## config.mk

```make
export PLATFORM = sky130hd
export DESIGN_NAME = ro_freq_meter
export DESIGN_NICKNAME = d
export VERILOG_FILES = /design/src/rtl/ro_pkg.sv /design/src/rtl/sync_2ff.sv /design/src/rtl/ro_freq_meter.sv
export SDC_FILE = /design/constraint.sdc
export NUM_CORES = 1
export LEC_CHECK = 0
export ABC_AREA = 1
export CORE_MARGIN = 3
export CORE_UTILIZATION = 50
export CTS_CLUSTER_SIZE = 24
export DETAILED_ROUTE_END_ITERATION = 10
export PLACE_DENSITY = 0.73
export SYNTH_ARGS = -nofsm -noshare
export SYNTH_HDL_FRONTEND = slang
export SYNTH_SLANG_ARGS = --single-unit
```

## constraint.sdc

```tcl
create_clock -name clk -period 3.8 [get_ports clk]
set_input_delay 0.38 -clock clk [delete_from_list [all_inputs] [get_ports clk]]
set_output_delay 0.38 -clock clk [all_outputs]
set_load 0.05 [all_outputs]
```

## src/rtl/ro_pkg.sv

```systemverilog
// rtl/ro_pkg.sv - shared ring-oscillator measurement types and constants
package ro_pkg;

    typedef enum logic [1:0] {
        ST_IDLE    = 2'd0,
        ST_SETTLE  = 2'd1,
        ST_MEASURE = 2'd2,
        ST_DONE    = 2'd3
    } ro_state_t;

    localparam int RO_CNT_W         = 16;
    localparam int RO_WIN_W         = 16;
    localparam int RO_SETTLE_CYCLES = 8;

    function automatic int ro_max(input int a, input int b);
        return (a > b) ? a : b;
    endfunction

endpackage

```

## src/rtl/sync_2ff.sv

```systemverilog
// rtl/sync_2ff.sv - two-flop synchroniser with synchronous clear
module sync_2ff #(
    parameter int W = 1
) (
    input  logic         clk,
    input  logic         rst,
    input  logic [W-1:0] d,
    output logic [W-1:0] q
);

    logic [W-1:0] meta;

    always_ff @(posedge clk) begin
        if (rst) begin
            meta <= '0;
            q    <= '0;
        end else begin
            meta <= d;
            q    <= meta;
        end
    end

endmodule

```

## src/rtl/ro_freq_meter.sv

```systemverilog
// rtl/ro_freq_meter.sv - gated ring oscillator edge counter over a programmed clk window
module ro_freq_meter
    import ro_pkg::*;
#(
    parameter int CNT_W         = RO_CNT_W,
    parameter int WIN_W         = RO_WIN_W,
    parameter int SETTLE_CYCLES = RO_SETTLE_CYCLES
) (
    input  logic             clk,
    input  logic             rst,
    input  logic             start,
    input  logic [WIN_W-1:0] window,
    input  logic             osc_in,
    output logic             osc_enable,
    output logic             busy,
    output logic [CNT_W-1:0] count,
    output logic             overflow,
    output logic             count_valid,
    input  logic             count_ready
);

    localparam int SET_W  = (SETTLE_CYCLES > 1) ? $clog2(SETTLE_CYCLES + 1) : 1;
    localparam int DCNT_W = ro_max(WIN_W, SET_W);

    localparam logic [DCNT_W-1:0] SETTLE_LOAD = DCNT_W'(SETTLE_CYCLES);
    localparam logic [DCNT_W-1:0] DCNT_ONE    = DCNT_W'(1);
    localparam logic [CNT_W-1:0]  COUNT_MAX   = '1;

    ro_state_t         state;
    logic [DCNT_W-1:0] dcnt;
    logic [WIN_W-1:0]  win_q;
    logic [WIN_W-1:0]  win_eff;
    logic              accept;
    logic              sync_clr;
    logic              osc_sync;
    logic              osc_prev;
    logic              rise;

    assign accept   = start && (state == ST_IDLE) && !count_valid;
    assign win_eff  = (window == '0) ? WIN_W'(1) : window;
    // Flushing the edge pipeline on accept keeps edges from a previous run out of this one.
    assign sync_clr = rst | accept;

    sync_2ff #(.W(1)) u_osc_sync (
        .clk (clk),
        .rst (sync_clr),
        .d   (osc_in),
        .q   (osc_sync)
    );

    always_ff @(posedge clk) begin
        if (sync_clr) begin
            osc_prev <= 1'b0;
        end else begin
            osc_prev <= osc_sync;
        end
    end

    assign rise = osc_sync & ~osc_prev;

    always_ff @(posedge clk) begin
        if (rst) begin
            state       <= ST_IDLE;
            osc_enable  <= 1'b0;
            busy        <= 1'b0;
            count       <= '0;
            overflow    <= 1'b0;
            count_valid <= 1'b0;
            dcnt        <= '0;
            win_q       <= '0;
        end else begin
            case (state)
                ST_IDLE: begin
                    if (accept) begin
                        win_q      <= win_eff;
                        count      <= '0;
                        overflow   <= 1'b0;
                        osc_enable <= 1'b1;
                        busy       <= 1'b1;
                        if (SETTLE_CYCLES == 0) begin
                            dcnt  <= DCNT_W'(win_eff);
                            state <= ST_MEASURE;
                        end else begin
                            dcnt  <= SETTLE_LOAD;
                            state <= ST_SETTLE;
                        end
                    end
                end
                ST_SETTLE: begin
                    if (dcnt == DCNT_ONE) begin
                        dcnt  <= DCNT_W'(win_q);
                        state <= ST_MEASURE;
                    end else begin
                        dcnt <= dcnt - DCNT_ONE;
                    end
                end
                ST_MEASURE: begin
                    if (rise) begin
                        if (count == COUNT_MAX) begin
                            overflow <= 1'b1;
                        end else begin
                            count <= count + CNT_W'(1);
                        end
                    end
                    if (dcnt == DCNT_ONE) begin
                        state <= ST_DONE;
                    end else begin
                        dcnt <= dcnt - DCNT_ONE;
                    end
                end
                ST_DONE: begin
                    // First DONE cycle publishes the result once the final MEASURE edge has landed.
                    if (!count_valid) begin
                        count_valid <= 1'b1;
                        busy        <= 1'b0;
                        osc_enable  <= 1'b0;
                    end else if (count_ready) begin
                        count_valid <= 1'b0;
                        state       <= ST_IDLE;
                    end
                end
                default: begin
                    state <= ST_IDLE;
                end
            endcase
        end
    end

endmodule

```

==> Yosys cells after proc, flatten, opt, wreduce, memory -nomap -nowiden <==
Index checks and enable logic that the tools add are counted.
{ "totals": {"reg_bits": 56, "latchBits": 0, "mem_bits_rw": 0, "romBits": 0, "inputBits": 21, "out_inout_bits": 20, "word_cells": 68, "memories": 0} }
{ "op_classes": {"add_sub_neg": 2, "multipliers": 0, "n_div": 0, "order_cmp": 0, "n_eq_ne": 15, "shifts": 0, "mux": 24, "bitwise_logic": 3, "n_reduce_logical": 14} }
{ "op_table": {"columns": ["cell", "n"], "rows": [
  ["two-way mux 16 bit", 7],
  ["one-hot mux 16 bit (3 select lines)", 1],
  ["one-hot mux 16 bit (2 select lines)", 1],
  ["inequality test 2 bit (second input constant)", 10],
  ["adder 16 x 1 -> 16 bit (second input constant)", 1],
  ["== test 16 x 1 -> 1 bit (second input constant)", 1],
  ["== test 16 bit (second input constant)", 1],
  ["zero test 16 bit", 1],
  ["subtractor 16 x 1 -> 16 bit (second input constant)", 1],
  ["two-way mux 2 bit", 5],
  ["one-hot mux 2 bit (4 select lines)", 1],
  ["AND reduction 4 bit", 2],
  ["two-way mux 1 bit", 7],
  ["AND reduction 3 bit", 2],
  ["AND reduction 5 bit", 1],
  ["== test 2 bit (second input constant)", 2],
  ["one-hot mux 1 bit (2 select lines)", 2],
  ["nonzero test 2 bit", 2],
  ["nonzero test 3 bit", 1],
  ["== test 2 x 1 -> 1 bit (second input constant)", 1],
  ["logical AND 1 bit", 2],
  ["zero test 2 bit", 1],
  ["AND reduction 2 bit", 1],
  ["AND 1 bit", 1],
  ["other kinds (3)", 3]
]} }

==> Logic depth before layout (Yosys ltp) <==
Gate-level depths: netlist of the first run.
{ "depth": {"word_depth": 5, "depth_mapped": 13, "ltp_nobuf": 13} }

==> Modules after synthesis <==
A second synthesis of the first run with hierarchy kept.
{ "unflattened": {"hier_cells": 496, "hier_area_um2": 3205.6} }
{ "by_module_without_submodules": {"columns": ["mod", "instances", "cells_per_inst", "area_each_um2", "seq_area_each_um2"], "rows": [
  ["ro_freq_meter", 1, 490, 3150.5, 1081.0],
  ["sync_2ff", 1, 6, 55.1, 40.0]
]} }

==> Worst setup path before layout of the first run <==
Ideal clock, no wire load.
{ "synth_timing": {"kind": "register -> register", "startpoint": "register count[0]", "endpoint": "register count[4]", "setup_ps": 68, "arrival_time_ps": 1947, "t_required_ps": 3732, "slack_ps": 1785, "path_stages_with_launch": 11, "n_path_buf": 1, "synth_period_minus_slack_ps": 2015, "cell_sequence": "dfxtp_1 > ha_1 > nand2_1 > inv_2 > nand4_4 > nor2_4 > nand2_4 > nand2_8 > buf_12 > nand2_1 > a21oi_2"} }
{ "synth_via": {"elab_chain_cells": 4, "elab_cells_between_ends": 7, "cone_classes": "1 x add/sub; 2 x eq/ne; 3 x mux; 1 x reduce/logical"} }
{ "synth_rtl": {"columns": ["element", "line", "text"], "rows": [
  ["from (decl)", "ro_freq_meter.sv:16", "output logic [CNT_W-1:0] count,"],
  ["from (signal assigned)", "ro_freq_meter.sv:102", "count <= count + CNT_W'(1);"],
  ["adder 16 x 1 -> 16 bit", "ro_freq_meter.sv:102", null],
  ["two-way mux 16 bit", "ro_freq_meter.sv:99", "if (count == COUNT_MAX) begin"],
  ["two-way mux 16 bit", "ro_freq_meter.sv:98", "if (rise) begin"],
  ["one-hot mux 16 bit (2 select lines)", "ro_freq_meter.sv:72", "case (state)"]
]} }
Parallel ways exist; a longest one is shown, timed or not. The select of a mux whose other input is x is not followed.
A chain may end at the register's enable or synchronous reset.

==> Final worst setup path of the first run <==
{ "layout_timing": {"startpoint": "register state[0]", "endpoint": "register dcnt[7]"} }
{ "layout_via": {"elab_chain_cells": 5, "elab_cells_between_ends": 10, "cone_classes": "4 x eq/ne; 1 x mux; 5 x reduce/logical"} }
{ "layout_rtl": {"columns": ["element", "line", "text"], "rows": [
  ["from (decl)", "ro_freq_meter.sv:29", "ro_state_t state;"],
  ["from (signal assigned)", "ro_freq_meter.sv:63", "state <= ST_IDLE;"],
  ["from (signal assigned)", "ro_freq_meter.sv:82", "state <= ST_MEASURE;"],
  ["from (signal assigned)", "ro_freq_meter.sv:85", "state <= ST_SETTLE;"],
  ["zero test 2 bit", "ro_freq_meter.sv:39, ro_freq_meter.sv:72", null],
  ["logical AND 1 bit (2 in a row)", "ro_freq_meter.sv:39", "assign accept = start && (state == ST_IDLE) && !count_valid;"],
  ["inequality test 2 bit (no line)", null, null],
  ["AND reduction 3 bit (no line)", null, null],
  ["to (signal assigned)", "ro_freq_meter.sv:81", "dcnt <= DCNT_W'(win_eff);"],
  ["to (signal assigned)", "ro_freq_meter.sv:91", "dcnt <= DCNT_W'(win_q);"],
  ["to (signal assigned)", "ro_freq_meter.sv:94", "dcnt <= dcnt - DCNT_ONE;"],
  ["to (decl)", "ro_freq_meter.sv:30", "logic [DCNT_W-1:0] dcnt;"]
]} }
Parallel ways exist; a longest one is shown, timed or not.

==> results of run 1 <==
-- state kept, by name, summed over array words and instances (netlist names) --
name	cells
busy	1
dcnt	16
state	2
u_osc_sync.meta	1
u_osc_sync.q	1
overflow	1
win_q	16
count_valid	1
osc_prev	1
count	16
-- power by group --
group	internal, mW	switching [mW]
Combinational	0.436	0.966
Sequential	0.673	0.0741
Clock	0.133	0.208
-- layout make-up --
class / count / area share
Clock buffer: 5 / 0.0179
Clock inverter: 3 / 0.00585
Inverter: 57 / 0.0562
Multi-Input combinational cell: 386 / 0.498
Sequential cell: 56 / 0.291
Tap cell: 77 / 0.0250
Timing Repair Buffer: 41 / 0.106
-- worst max-delay path, delay by kind of cell, from the launching register on --
family	cells	cell delay (ns)
AOI/OAI and AO/OA	1	0.13
adders and majority gates	1	0.68
buffers and inverters	3	0.64
DFF	1	0.35
and+or+nand+nor	5	0.56
-- synth_stat cells (4+ instances only) --
master / n / area, um2
nor2_2: 5 / 31.3
a21oi_2: 5 / 43.8
inv_1: 54 / 203
ha_1: 7 / 87.6
nand3_1: 38 / 190
nand2_1: 155 / 582
nand3b_1: 4 / 30.0
dfxtp_1: 56 / 1120
xor2_1: 9 / 78.8
nor2_1: 65 / 244
nor3_1: 5 / 25.0
nand2_2: 4 / 25.0
nor2_4: 5 / 56.3
a21oi_1: 33 / 165
clkbuf_1: 7 / 26.3
o21ai_0: 21 / 105
nand4_1: 11 / 68.8
-- per-layer routing --
metal | global-route usage | share of wire | vias up
li1 | - | - | 1707
met1 | 0.341 | 0.49 | 1468
met2 | 0.364 | 0.45 | 87
met3 | 0.0367 | 0.054 | 7
met4 | 0.0572 | 0.0094 | 0
met5 | 0 | 0 | -
-- final timing paths --
kind	end	slack [ns]	depth (start not counted)
worst max-delay path	dcnt[7]	1.38	10
worst min-delay path	u_osc_sync.q	0.42	2
worst max register to register	dcnt[7]	1.38	10
worst min register to register	u_osc_sync.q	0.42	2
-- metrics by stage --
stage | total power, mW | utilization | worst slack [ns] | hold slack, ns
2_1_floorplan | 1.91 | - | 1.78 | 0.394
3_3_place_gp | 2.11 | 0.585 | 1.51 | 0.400
3_5_place_dp | 2.14 | 0.585 | 1.47 | 0.405
4_1_cts | 2.49 | 0.600 | 1.44 | 0.421
5_1_grt | 2.73 | 0.600 | 1.14 | 0.434
6_report | 2.49 | 0.600 | 1.38 | 0.417
-- logic make-up after synthesis --
| family | after synthesis | share of synthesized area |
|---|---|---|
| compound gates | 69 | 0.115 |
| flops | 56 | 0.335 |
| xor+xnor | 10 | 0.0262 |
| simple gates | 300 | 0.406 |
| fa+ha+maj | 7 | 0.0262 |
| buf+inv | 70 | 0.0909 |
==> run_results.csv, run 1 <==
group,metric,value,unit
placement,dpl_cell_area,3760,um2
sta,setup-violations-final,0,
finish,fill_cells,666,
synthesis,ys.flop_type,"dfxtp_1",
drt,wl_per_cell,13.3,um
finish,seq_area,1120,um2
cts,htreeDepth,2,
global_routing,grt_pass1_wl,14400,um
synthesis,synthesis.nets,540,
synthesis,synth_area_per_cell,6.53,um2
cts,cts_hold_buf,0,
floorplanning,die_w,87.8,um
setup_path,cpPeakStageDelay,0.68,ns
cts,clk_pin_slew,0.11,ns
cts,postCtsSetupBuffers,0,
cts,clk_latency,0.32,ns
synthesis,ys_types,38,
min_path,min_path_type,"reg2reg",
drt,ant_nets,0,
placement,hpwl,6200,um
global_routing,grt_max_degree,39,
setup_path,crit_start,"state[0]",
setup_path,worstSetupPathType,"reg2reg",
finish,syn_to_final_growth,15.2,%
finish,multi_input_area,1920,um2
sta,slew_headroom,0.478,
sta,drv_slew,0,
setup_path,arrival,2.67,ns
finish,nets,575,
floorplanning,start_util,0.521,
floorplanning,die_y,87.8,um
setup_path,cp.required,4.05,ns
floorplanning,coreArea,6420,um2
setup_path,cp_cell_sequence,"inv_1 -> ha_1 -> inv_1 -> nand2_1 -> nand2_1 -> inv_1 -> nand2_1 -> nand2_1 -> nand2_1 -> a21oi_1",
synthesis,ys_seq_area_frac,0.335,
global_routing,track_usage,0.235,
min_path,min-delay-start,"u_osc_sync.meta",
global_routing,antenna_found_initial,0,
global_routing,grt_pass1_vias,3033,
sta,clock.fmax,414,MHz
finish,antenna_cells,0,
placement,place_inst,617,
sta,tightestPinTransition,0.782,ns
cts,clock_path_buffers,2,
sta,hold_violations,0,
sta,rsz0062_at_grt,"no",
finish,mostFrequentLayoutCells,"nand2_1, nor2_1, dfxtp_1",
synthesis,synth-seq-cells,56,
synthesis,async_reset_ff_frac,0,
synthesis,synth_warnings,0,
job,maxCapViolCount,0,
cts,cts_inserted_buffers,5,
synthesis,netlist_area,3340,um2
drt,drc,0,
placement,io_buffers,40,
global_routing,grt.overflow.total,0,
setup_path,cp_max_fo,16,
setup_path,r2r-start,"state[0]",
drt,vias,3269,
floorplanning,die_area,7700,um2
sta,fin_worst_skew,0.0100,ns
sta,post-route-period-util,0.636,
finish,drive_gt1_frac,0.0675,
status,outcome,"completed",
drt,drtIter0Drc,225,
finish,final_common_cell,"nand2_1",
sta,timing.setup.tns,0,ns
drt,drt_wl_total,8340,um
setup_path,crit_top_cell,"nand2_1",
cts,cts_tree,"done",
placement,place_congestion,0.892,
synthesis,synth_edf_count,0,
floorplanning,ioPinCount,41,
cts,cts.sinks,56,
drt,dr.pass1.iters,5,
power,ir_worst_vdd,0.312,mV
synthesis,syn-instance-count,512,
cts,post_cts_resized,0,
power,p_per_area,646,nW/um2
setup_path,critPathSlowestCell,"ha_1",
finish,final_cells,625,
setup_path,cp-start-kind,"flop",
setup_path,cp-end-kind,"flop",
drt,viasPerCell,5.23,
floorplanning,num_rows,29,
finish,design_area,3850,um2
sta,fin_crit,2.42,ns
cts,root_buffer,"clkbuf_8",
power,leakagePower,1.58,nW
(Power assumes the default switching activity.)
==> inputs of run 2 (changes only) <==
--- a/config.mk
+++ b/config.mk
@@ -10,7 +10,7 @@
 export CORE_UTILIZATION = 50
 export CTS_CLUSTER_SIZE = 24
 export DETAILED_ROUTE_END_ITERATION = 10
-export PLACE_DENSITY = 0.73
+export PLACE_DENSITY = 0.76
 export SYNTH_ARGS = -nofsm -noshare
 export SYNTH_HDL_FRONTEND = slang
 export SYNTH_SLANG_ARGS = --single-unit
==> constraint.sdc (replaced) <==
create_clock -name clk -period 2 [get_ports clk]
set_input_delay 0.2 -clock clk [delete_from_list [all_inputs] [get_ports clk]]
set_output_delay 0.2 -clock clk [all_outputs]
set_load 0.05 [all_outputs]
==> run_results.csv, run 2 (synthesis gave the netlist of run 1 again) <==
group,metric,value,unit
setup_path,cpPeakStageDelay,0.86,ns
sta,setup-violations-final,0,
status,outcome,"completed",
job,maxCapViolCount,0,
global_routing,grt_pass1_vias,3080,
placement,dp_slack,0.0782,ns
setup_path,critPathSlowestCell,"clkdlybuf4s50_1",
global_routing,grt_pass1_wl,14100,um
sta,slew_headroom,0.663,
setup_path,cp_cell_sequence,"clkdlybuf4s50_1",
sta,drv_slew,0,
finish,final_common_cell,"nand2_1",
cts,clk_pin_slew,0.11,ns
drt,wl_per_cell,13.2,um
power,p_per_area,1270,nW/um2
drt,drt_wl_total,8340,um
cts,clk_latency,0.31,ns
floorplanning,coreArea,6420,um2
setup_path,cp-end-kind,"output pin",
floorplanning,die_w,87.8,um
finish,fill_cells,622,
setup_path,crit_buf_inv,1,
global_routing,grt.overflow.total,0,
drt,dr.pass1.iters,5,
cts,cts_inserted_buffers,5,
setup_path,cp_max_fo,8,
placement,place_congestion,0.849,
min_path,min_path_type,"in2reg",
global_routing,track_usage,0.229,
sta,setup_ws,0.122,ns
cts,root_buffer,"clkbuf_8",
drt,drtIter0Drc,203,
placement,hpwl,6210,um
finish,mostFrequentLayoutCells,"nand2_1, nor2_1, dfxtp_1",
finish,nets,582,
sta,tightestPinTransition,0.504,ns
cts,htreeDepth,2,
floorplanning,ioPinCount,41,
setup_path,cp-start-kind,"flop",
setup_path,worstSetupPathType,"reg2out",
drt,viasPerCell,5.22,
setup_path,crit_family,"buffers and inverters",
sta,hold_violations,0,
placement,io_buffers,40,
sta,clock.fmax,532,MHz
cts,cts_tree,"done",
power,ir_worst_vdd,0.881,mV
finish,drive_gt1_frac,0.0919,
drt,drc,0,
finish,largestRegisters,"count: 16 flops, dcnt: 16 flops, win_q: 16 flops",
power,power,5.03,mW
drt,vias,3299,
power,leakagePower,1.62,nW
finish,antenna_cells,0,
sta,post-route-period-util,0.939,
sta,fin_crit,1.88,ns
sta,fin_worst_skew,0.00966,ns
global_routing,grt_max_degree,38,
finish,syn_to_final_growth,18.5,%
floorplanning,die_y,87.8,um
setup_path,arrival,1.68,ns
floorplanning,num_rows,29,
floorplanning,die_area,7700,um2
cts,clock_path_buffers,2,
drt,ant_nets,0,
setup_path,cp.required,1.80,ns
cts,cts.sinks,56,
floorplanning,start_util,0.521,
global_routing,antenna_found_initial,0,
## run 2: cell count changes in the layout (fill, tap and decap cells not counted), moves of 2 or more
| cell | delta |
|---|---|
| buf_4 | +7 |
| dfxtp_1 | -2 |
| ha_1 | -2 |
| dfxtp_2 | +2 |
## run 2: final timing paths
check	start	to	slack, ns	cells past startpoint
worst max-delay path	count[2]	count[2]	0.12	1
worst min-delay path	osc_in	u_osc_sync.meta	0.39	3
worst max register to register	state[0]	count[15]	0.17	10
worst min register to register	u_osc_sync.meta	u_osc_sync.q	0.42	2
## run 2: layer usage
layer / global-route usage / part of all wire / vias up
met5: 0 / 0 / -
met4: 0.0711 / 0.013 / 0
met3: 0.0357 / 0.044 / 7
met2: 0.359 / 0.46 / 70
met1: 0.323 / 0.49 / 1506
li1: - / - / 1716
## run 2: timing repair
item	in CTS	in global routing
endpoints found under the setup margin	0	24
hold buffers	0	0
buffers inserted	0	2
gates resized for setup	0	7
hold endpoints to repair	0	0
## run 2: power by group
group / internal (mW) / total, mW / switching [mW] / leakage (nW)
logic: 0.960 / 2.81 / 1.85 / 1.10
registers: 1.28 / 1.42 / 0.146 / 0.456
clock network: 0.410 / 0.792 / 0.382 / 0.0614
total: 2.65 / 5.03 / 2.38 / 1.62
## run 2: cell type report
class                      count  area, um2  area share
multi-input combinational    386       1940       0.490
tap                           77       96.3      0.0243
clock inverter                 2       38.8     0.00979
inverter                      57        220      0.0556
sequential                    56       1120       0.284
timing repair buffer          48        460       0.116
clock buffer                   6       82.6      0.0208
## run 2: stage by stage
step | cells | hold WS, ns | instance area (um2) | util | TNS (ns)
2_1_floorplan | 512 | 0.312 | 3350 | - | 0
6_report | 632 | 0.393 | 3960 | 0.617 | 0
5_1_grt | 632 | 0.432 | 3960 | 0.617 | -0.0137
3_3_place_gp | 622 | 0.396 | 3800 | 0.592 | 0
3_5_place_dp | 622 | 0.403 | 3800 | 0.592 | 0
4_1_cts | 630 | 0.385 | 3920 | 0.611 | 0
## run 2: worst reg2reg max path, stage by stage (launching register included)
cell	delay (ns)
dfxtp_1	0.39
inv_1	0.13
ha_2	0.28
o21ai_2	0.11
nand2_1	0.11
nor2_4	0.22
nand2_8	0.14
inv_4	0.14
nor2_1	0.05
nor2_1	0.10
nor2_1	0.05
